[src/rtl/md_pkg.sv]
// Shared definitions for the multiply/divide unit: operation codes,
// FSM state type and a magnitude helper used when latching divide operands.
package md_pkg;

    localparam logic [2:0] MD_MULT  = 3'd0;
    localparam logic [2:0] MD_MULTU = 3'd1;
    localparam logic [2:0] MD_DIV   = 3'd2;
    localparam logic [2:0] MD_DIVU  = 3'd3;
    localparam logic [2:0] MD_MTHI  = 3'd4;
    localparam logic [2:0] MD_MTLO  = 3'd5;
    // Codes 6 and 7 are accepted as no-ops.

    typedef enum logic [1:0] {
        MD_IDLE = 2'd0,
        MD_MUL  = 2'd1,
        MD_DIV_ST = 2'd2,
        MD_FIX  = 2'd3
    } md_state_e;

    // Magnitude of a 32-bit value; only negates when treated as signed.
    // 0x80000000 maps to itself, which is the correct unsigned magnitude.
    function automatic logic [31:0] md_abs(input logic [31:0] v, input logic is_signed);
        return (is_signed && v[31]) ? (~v + 32'd1) : v;
    endfunction

endpackage

[src/rtl/md_div_step.sv]
// One restoring-division step: shift the next dividend bit into the partial
// remainder, trial-subtract the divisor and keep the result if non-negative.
module md_div_step (
    input  logic [32:0] rem_i,
    input  logic [31:0] quo_i,
    input  logic [31:0] dvs_i,
    output logic [32:0] rem_o,
    output logic [31:0] quo_o
);

    logic [32:0] shifted;
    logic [33:0] diff;

    // Trial subtraction and restore decision.
    always_comb begin
        shifted = {rem_i[31:0], quo_i[31]};
        diff    = {1'b0, shifted} - {2'b00, dvs_i};
        if (!diff[33]) begin
            rem_o = diff[32:0];
            quo_o = {quo_i[30:0], 1'b1};
        end else begin
            rem_o = shifted;
            quo_o = {quo_i[30:0], 1'b0};
        end
    end

endmodule

[src/rtl/md_unit.sv]
// Multi-cycle multiply/divide unit owning the HI/LO registers.
// Multiplies use a behavioural product plus a retimable register pipe;
// divides iterate a single restoring step 32 times, then fix up signs.
module md_unit
    import md_pkg::*;
#(
    parameter int MUL_LAT = 4
) (
    input  logic        clk,
    input  logic        reset,
    input  logic        start,
    input  logic [2:0]  op,
    input  logic [31:0] A,
    input  logic [31:0] B,
    input  logic        flush,
    output logic        busy,
    output logic [31:0] hi,
    output logic [31:0] lo
);

    localparam int unsigned PIPE = MUL_LAT - 1;

    md_state_e   state_q, state_d;
    logic [5:0]  cnt_q, cnt_d;
    logic [31:0] hi_q, hi_d, lo_q, lo_d;
    logic [31:0] ma_q, ma_d, mb_q, mb_d;
    logic        msgn_q, msgn_d;
    logic [32:0] rem_q, rem_d;
    logic [31:0] quo_q, quo_d, dvs_q, dvs_d;
    logic        sa_q, sa_d, sb_q, sb_d, dz_q, dz_d;

    logic [65:0] prod_full;
    logic [63:0] mul_res;
    logic [32:0] step_rem;
    logic [31:0] step_quo;
    logic [31:0] quo_fix, rem_fix;
    logic        div_sgn;

    // Product of the latched operands, sign-extended by one bit for mult.
    always_comb begin
        prod_full = $signed({msgn_q & ma_q[31], ma_q}) * $signed({msgn_q & mb_q[31], mb_q});
    end

    generate
        if (PIPE == 0) begin : g_no_pipe
            assign mul_res = prod_full[63:0];
        end else begin : g_pipe
            logic [63:0] pipe_q [PIPE];
            // Free-running delay line; only sampled when the counter expires.
            always_ff @(posedge clk or posedge reset) begin
                if (reset) begin
                    for (int unsigned i = 0; i < PIPE; i++) pipe_q[i] <= '0;
                end else begin
                    pipe_q[0] <= prod_full[63:0];
                    for (int unsigned i = 1; i < PIPE; i++) pipe_q[i] <= pipe_q[i-1];
                end
            end
            assign mul_res = pipe_q[PIPE-1];
        end
    endgenerate

    md_div_step u_step (
        .rem_i (rem_q),
        .quo_i (quo_q),
        .dvs_i (dvs_q),
        .rem_o (step_rem),
        .quo_o (step_quo)
    );

    // Sign fix-up applied on the FIX edge.
    always_comb begin
        quo_fix = (sa_q ^ sb_q) ? (~quo_q + 32'd1) : quo_q;
        rem_fix = sa_q ? (~rem_q[31:0] + 32'd1) : rem_q[31:0];
    end

    // Next-state and datapath control.
    always_comb begin
        state_d = state_q;
        cnt_d   = cnt_q;
        hi_d    = hi_q;
        lo_d    = lo_q;
        ma_d    = ma_q;
        mb_d    = mb_q;
        msgn_d  = msgn_q;
        rem_d   = rem_q;
        quo_d   = quo_q;
        dvs_d   = dvs_q;
        sa_d    = sa_q;
        sb_d    = sb_q;
        dz_d    = dz_q;
        div_sgn = (op == MD_DIV);
        case (state_q)
            MD_IDLE: begin
                if (start && !flush) begin
                    case (op)
                        MD_MTHI: hi_d = A;
                        MD_MTLO: lo_d = A;
                        MD_MULT, MD_MULTU: begin
                            ma_d    = A;
                            mb_d    = B;
                            msgn_d  = (op == MD_MULT);
                            cnt_d   = 6'(MUL_LAT - 1);
                            state_d = MD_MUL;
                        end
                        MD_DIV, MD_DIVU: begin
                            sa_d    = div_sgn & A[31];
                            sb_d    = div_sgn & B[31];
                            dz_d    = (B == '0);
                            quo_d   = md_abs(A, div_sgn);
                            dvs_d   = md_abs(B, div_sgn);
                            rem_d   = '0;
                            cnt_d   = 6'd31;
                            state_d = MD_DIV_ST;
                        end
                        default: ;
                    endcase
                end
            end
            MD_MUL: begin
                if (flush) begin
                    state_d = MD_IDLE;
                end else if (cnt_q == '0) begin
                    {hi_d, lo_d} = mul_res;
                    state_d      = MD_IDLE;
                end else begin
                    cnt_d = cnt_q - 6'd1;
                end
            end
            MD_DIV_ST: begin
                if (flush) begin
                    state_d = MD_IDLE;
                end else begin
                    rem_d = step_rem;
                    quo_d = step_quo;
                    if (cnt_q == '0) state_d = MD_FIX;
                    else             cnt_d   = cnt_q - 6'd1;
                end
            end
            MD_FIX: begin
                if (!flush) begin
                    // A zero divisor leaves rem = |A|, so the signed fix-up already yields A.
                    hi_d = rem_fix;
                    lo_d = dz_q ? '1 : quo_fix;
                end
                state_d = MD_IDLE;
            end
            default: state_d = MD_IDLE;
        endcase
    end

    // State and datapath registers.
    always_ff @(posedge clk or posedge reset) begin
        if (reset) begin
            state_q <= MD_IDLE;
            cnt_q   <= '0;
            hi_q    <= '0;
            lo_q    <= '0;
            ma_q    <= '0;
            mb_q    <= '0;
            msgn_q  <= 1'b0;
            rem_q   <= '0;
            quo_q   <= '0;
            dvs_q   <= '0;
            sa_q    <= 1'b0;
            sb_q    <= 1'b0;
            dz_q    <= 1'b0;
        end else begin
            state_q <= state_d;
            cnt_q   <= cnt_d;
            hi_q    <= hi_d;
            lo_q    <= lo_d;
            ma_q    <= ma_d;
            mb_q    <= mb_d;
            msgn_q  <= msgn_d;
            rem_q   <= rem_d;
            quo_q   <= quo_d;
            dvs_q   <= dvs_d;
            sa_q    <= sa_d;
            sb_q    <= sb_d;
            dz_q    <= dz_d;
        end
    end

    assign busy = (state_q != MD_IDLE);
    assign hi   = hi_q;
    assign lo   = lo_q;

endmodule

[config.mk]
export PLATFORM = sky130hd
export DESIGN_NAME = md_unit
export DESIGN_NICKNAME = d
export VERILOG_FILES = /design/src/rtl/md_pkg.sv /design/src/rtl/md_div_step.sv /design/src/rtl/md_unit.sv
export SDC_FILE = /design/constraint.sdc
export NUM_CORES = 2
export LEC_CHECK = 0
export BUFFER_PORTS_ARGS = -buffer_cell sky130_fd_sc_hd__buf_2
export CAP_MARGIN = 20
export CORE_ASPECT_RATIO = 1.4
export CORE_MARGIN = 3
export CORE_UTILIZATION = 55
export DETAILED_ROUTE_END_ITERATION = 6
export PLACE_DENSITY = 0.79
export SLEW_MARGIN = 20
export SYNTH_ARGS = -nofsm -noshare
export SYNTH_HDL_FRONTEND = slang
export SYNTH_SLANG_ARGS = --single-unit
[constraint.sdc]
create_clock -name clk -period 19.8 [get_ports clk]
set_clock_uncertainty 0.2 [all_clocks]
set_input_delay 1.98 -clock clk [delete_from_list [all_inputs] [get_ports clk]]
set_output_delay 1.98 -clock clk [all_outputs]
set_load 0.1 [all_outputs]
# Word-level counts from Yosys, hierarchy flattened
# Index checks and enable logic that the tools add are counted.
# word_totals
in_bits	71
wordCells	114
regBits	428
output_inout_bits	65
# op_classes
n_eq_ne	21
multipliers	1
bitwise	9
addsub	6
n_reduce_logical	22
mux	39
# op_table
operator	n
$mux W32	22
$pmux W32 S3	2
$add A32 B1 Y32 const B	4
$not A32 Y32	4
$pmux W32 S2	2
$mul A33 B33 Y64	1
$sub A33 B32 Y34	1
$logic_not A32 Y1	1
$pmux W6 S2	2
$mux W6	3
$ne A2 B2 Y1 const B	7
$reduce_and A6 Y1	2
$mux W2	5
$pmux W2 S4	1
$reduce_and A4 Y1	2
$eq A3 B2 Y1 const B	2
$eq A3 B3 Y1 const B	2
$logic_not A6 Y1	1
$ne A2 B1 Y1 const B	3
$ne A3 B3 Y1 const B	2
$reduce_and A3 Y1	2
$reduce_bool A2 Y1	3
$reduce_or A2 Y1	3
$sub A6 B1 Y6 const B	1
other kinds (14)	20

# Longest topological paths before layout
# depth
depth_word	6
ltp_mapped	30
mapped_depth_nobuf	28

# Modules after synthesis
# From an unflattened synthesis, not the netlist that was laid out.
# hier_totals
hier_cells	6151
hier_area_um2	57991.9
# by_module_without_submodules
module	seq_area_each_um2	cells_per_inst	area_each_um2	instances
md_unit	10735.3	5755	55378.1	1
md_div_step	0.0	396	2613.8	1

# Worst setup path after synthesis
# Ideal clock, no wire load.
# synth_timing
kind	reg2reg
from	register ma_q[31]
to	register g_pipe.pipe_q[191] in the netlist's numbering
stages_incl_launch_ff	28
setup_ps	80
setup_slack_ps	11859
synth_period_minus_slack_ps	7941
n_path_buf	2
arrival_time_ps	7661
required_ps	19520
path_cell_list	dfrtp_1 -> clkbuf_1 -> and2_1 -> clkbuf_1 -> nand2_1 -> inv_1 -> fa_1 -> inv_1 -> fa_1 -> inv_1 -> fa_1 -> fa_1 -> inv_1 -> fa_1 -> fa_1 -> fa_1 -> inv_1 -> fa_1 -> ha_1 -> a21o_1 -> a21o_1 -> a21o_1 -> a211oi_1 -> o22a_1 -> nand3_1 -> a31o_2 -> a21oi_1 -> xnor2_1
# synth_between
elab_chain_cells	2
# synth_rtl
item	line	source
start: declaration	md_unit.sv:26	logic [31:0] ma_q, ma_d, mb_q, mb_d;
start signal: assignment	md_unit.sv:172	ma_q <= ma_d;
$and A1 B1 Y1	md_unit.sv:41	prod_full = $signed({msgn_q & ma_q[31], ma_q}) * $signed({msgn_q & mb_q[31], mb_q});
$mul A33 B33 Y64 (*)	md_unit.sv:41	
net prod_full[63]	md_unit.sv:32	logic [65:0] prod_full;
end: declaration	md_unit.sv:48	logic [63:0] pipe_q [PIPE];
# Mark *: on every way through the listed nets, which the timed path passes. The rest lies on a longest branch.
# A chain may end at the register's enable or synchronous reset.

# Final worst setup path
# layout_timing
from	register msgn_q
to	register g_pipe.pipe_q[191] in the netlist's numbering
# layout_between
elab_chain_cells	2
elab_cells_between_ends	3
cone_classes	mul (1); bitwise (2)
# layout_rtl
item	line	source
start: declaration	md_unit.sv:27	logic msgn_q, msgn_d;
start signal: assignment	md_unit.sv:174	msgn_q <= msgn_d;
$and A1 B1 Y1	md_unit.sv:41	
$mul A33 B33 Y64 (*)	md_unit.sv:41	
net prod_full[63]	md_unit.sv:32	
# Marked as above.

==> impl_metrics.env <==
export IMPL_run_status="finished, final reports clean"
export IMPL_num_vias=43100
export IMPL_start_util_pct=55.6
export IMPL_fin_nets=7360
export IMPL_path_class="reg -> reg"
export IMPL_area_growth_synth_to_final_pct=5.69
export IMPL_ys_top_cells_by_area="fa_1, dfrtp_1, inv_1"
export IMPL_cp_end_kind="register"
export IMPL_grt_antenna_before_repair=6
export IMPL_dieHeight_um=387
export IMPL_final_hold_violation_count=0
export IMPL_worst_pin_slew_ns=1.13
export IMPL_synth_compound_area_share_pct=8.30
export IMPL_hold_path_class="reg -> reg"
export IMPL_grt_overflow_total=0
export IMPL_clkTransAtPathRegs_ns=0.07
export IMPL_ys_flop_type="dfrtp_1"
export IMPL_synth_top_family_by_area="adder cells"
export IMPL_crit_slowest_cell="dfrtp_1"
export IMPL_ioPinCount=136
export IMPL_synthSimpleGateAreaFrac_pct=13.5
export IMPL_synth_common_cells="inv_1, fa_1, nand2_1"
export IMPL_ys_seq_elements=428
export IMPL_critPathRequiredTime_ns=20.03
export IMPL_cts_tree="built"
export IMPL_root_buffer="clkbuf_16"
export IMPL_setup_viol_count_final=0
export IMPL_grt_max_degree=175
export IMPL_slew_headroom_pct=24.7
export IMPL_clk_latency_ns=0.57
export IMPL_syn_avg_cell_area_um2=9.56
export IMPL_wire_per_inst_um=23.0
export IMPL_drc=0
export IMPL_drive_gt1_share_pct=6.46
export IMPL_ys_warn_count=0
export IMPL_die_x_um=278
export IMPL_num_rows=139
export IMPL_hpwl_um=124000
export IMPL_grt_util_all_layers_pct=31.8
export IMPL_place_gp_congestion=0.985
export IMPL_grt_pass1_vias=47300
export IMPL_coreArea_um2=103000
export IMPL_clock_sinks=428
export IMPL_yosys_area_share_adder_pct=45.0
export IMPL_cts_resized=0
export IMPL_synth_xor_area_share_pct=3.34
export IMPL_cts_max_level=2
export IMPL_cp_data_arrival_time_ns=9.50
export IMPL_slew_viol_final=0
export IMPL_min_period_over_period_pct=46.8
export IMPL_fin_util_pct=58.8
export IMPL_period_minus_slack_ns=9.27
export IMPL_synthMuxAreaShare_pct=1.24
export IMPL_maxCapViolations=0
export IMPL_synth_top_area_share_pct=39.4
export IMPL_grt_pass1_wl_um=263000
export IMPL_fin_tns_setup_ns=0
export IMPL_dieArea_um2=108000
export IMPL_postRouteAntennaNets=0
export IMPL_yosysSeqAreaShare_pct=18.7
export IMPL_async_flop_share_pct=100
export IMPL_synth_edff_count=0
export IMPL_numCtsBuffers=42
export IMPL_wirelength_um=167000
export IMPL_start_kind="register"
export IMPL_drtIter0Drc=3743
export IMPL_syn_inst=5979
export IMPL_rsz0062_at_grt="false"
export IMPL_viasPerCell=5.92
export IMPL_syn_nets=7430
export IMPL_cp_common_cell="fa_1"
export IMPL_max_freq_mhz=108
export IMPL_crit_path_max_incr_delay_ns=0.78
export IMPL_synth_area_um2=57100
export IMPL_clockBufferDepth=3
export IMPL_synth_largest_area_cell="fa_1"
export IMPL_port_buffers=135
export IMPL_drtPass1Iterations=6
export IMPL_cts_hold_buf=0
export IMPL_critPathMaxFanout=23
export IMPL_yosysMostFrequentCell="inv_1"
export IMPL_synth_distinct_cells=80
export IMPL_cts_setup_buffers=0
final timing paths:
check / slack (ns) / start / cells past startpoint / endpoint
min reg2reg: 0.14 / g_pipe.pipe_q[130]$_DFF_PP0_ / 0 / g_pipe.pipe_q[66]$_DFF_PP0_
max reg2reg: 10.53 / msgn_q$_DFFE_PP0P_ / 26 / g_pipe.pipe_q[191]$_DFF_PP0_
max: 10.53 / msgn_q$_DFFE_PP0P_ / 26 / g_pipe.pipe_q[191]$_DFF_PP0_
min in group asynchronous: 1.35 / reset / 2 / lo[26]$_DFFE_PP0P_
min: 0.14 / g_pipe.pipe_q[130]$_DFF_PP0_ / 0 / g_pipe.pipe_q[66]$_DFF_PP0_
max in group asynchronous: 15.67 / reset / 4 / dz_q$_DFFE_PP0P_
cells by family after synthesis:
| logic type | after synthesis |
|---|---|
| muxes | 64 |
| and+or+nand+nor | 1639 |
| buffers and inverters | 1492 |
| AOI/OAI and AO/OA | 758 |
| adders and majority gates | 1380 |
| DFF | 428 |
| xor gates and xnor gates | 218 |
worst max-delay path: cells and delay by family (launching register included):
family / cells / cell delay (ns)
adders and majority gates: 9 / 4.41
DFF: 1 / 0.78
AOI/OAI and AO/OA: 8 / 1.94
buffers and inverters: 5 / 0.78
xor gates and xnor gates: 1 / 0.09
and+or+nand+nor: 3 / 0.91
state kept, by name, indices dropped and copies added, names as in the netlist, 2 cells and up:
| name | count |
|---|---|
| mul_res | 64 |
| dvs_q | 32 |
| quo_q | 32 |
| rem_q | 32 |
| hi | 32 |
| g_pipe.pipe_q | 128 |
| cnt_q | 6 |
| lo | 32 |
| mb_q | 32 |
| ma_q | 32 |
| state_q | 2 |
through the flow:
step | std cells | area (um^2) | hold WS (ns) | setup slack [ns]
after global placement | 7204 | 58900 | 0.131 | 10.77
after floorplan | 5979 | 57100 | 0.131 | 5.70
after detailed placement | 7204 | 58900 | 0.135 | 10.58
final | 7283 | 60400 | 0.139 | 10.53
after global routing | 7280 | 60400 | 0.145 | 10.10
after CTS | 7280 | 60400 | 0.139 | 10.58
layer usage:
layer | GRT usage, % | vias to the layer above | wire, um
li1 | - | 18000 | -
met1 | 36.2 | 22000 | 56600
met2 | 55.0 | 2290 | 83200
met3 | 4.61 | 792 | 13400
met4 | 22.3 | 2 | 14000
met5 | 0 | - | 8
cells in the final DEF, fill, tap and decap left out, types with 12 or more instances in the layout:
cell / synthesis / routed
a21o_1: 72 / 72
a21oi_1: 197 / 197
a221oi_1: 26 / 26
a22o_1: 34 / 33
a22oi_1: 14 / 14
a31oi_1: 46 / 46
and2_1: 395 / 395
and3_1: 30 / 30
buf_2: 2 / 135
buf_4: 2 / 73
clkbuf_16: 0 / 43
dfrtp_1: 428 / 416
dfrtp_2: 0 / 12
fa_1: 1126 / 1126
ha_1: 254 / 251
inv_1: 1168 / 1167
mux2_2: 53 / 53
nand2_1: 883 / 883
nand2b_1: 15 / 14
nand3_1: 43 / 42
nand4_1: 12 / 12
nor2_1: 130 / 129
nor2b_1: 13 / 13
nor3_1: 36 / 36
o21a_1: 16 / 15
o21ai_0: 224 / 224
o311ai_0: 14 / 14
o31ai_1: 32 / 32
or2_2: 14 / 14
or3_1: 22 / 21
xnor2_1: 145 / 145
xor2_1: 73 / 73
layout make-up:
| cell class | count | area [um^2] |
|---|---|---|
| Fill cell | 8393 | 42400 |
| Tap cell | 1339 | 1680 |
| Sequential cell | 428 | 10700 |
| Inverter | 1169 | 4400 |
| Antenna cell | 3 | 7.51 |
| Timing Repair Buffer | 209 | 1240 |
| Multi-Input combinational cell | 4059 | 40800 |
| Clock inverter | 19 | 297 |
| Clock buffer | 57 | 1230 |
Power is not shown: default switching activity piles up to over one toggle a cycle in this logic, so the estimate is an artifact.
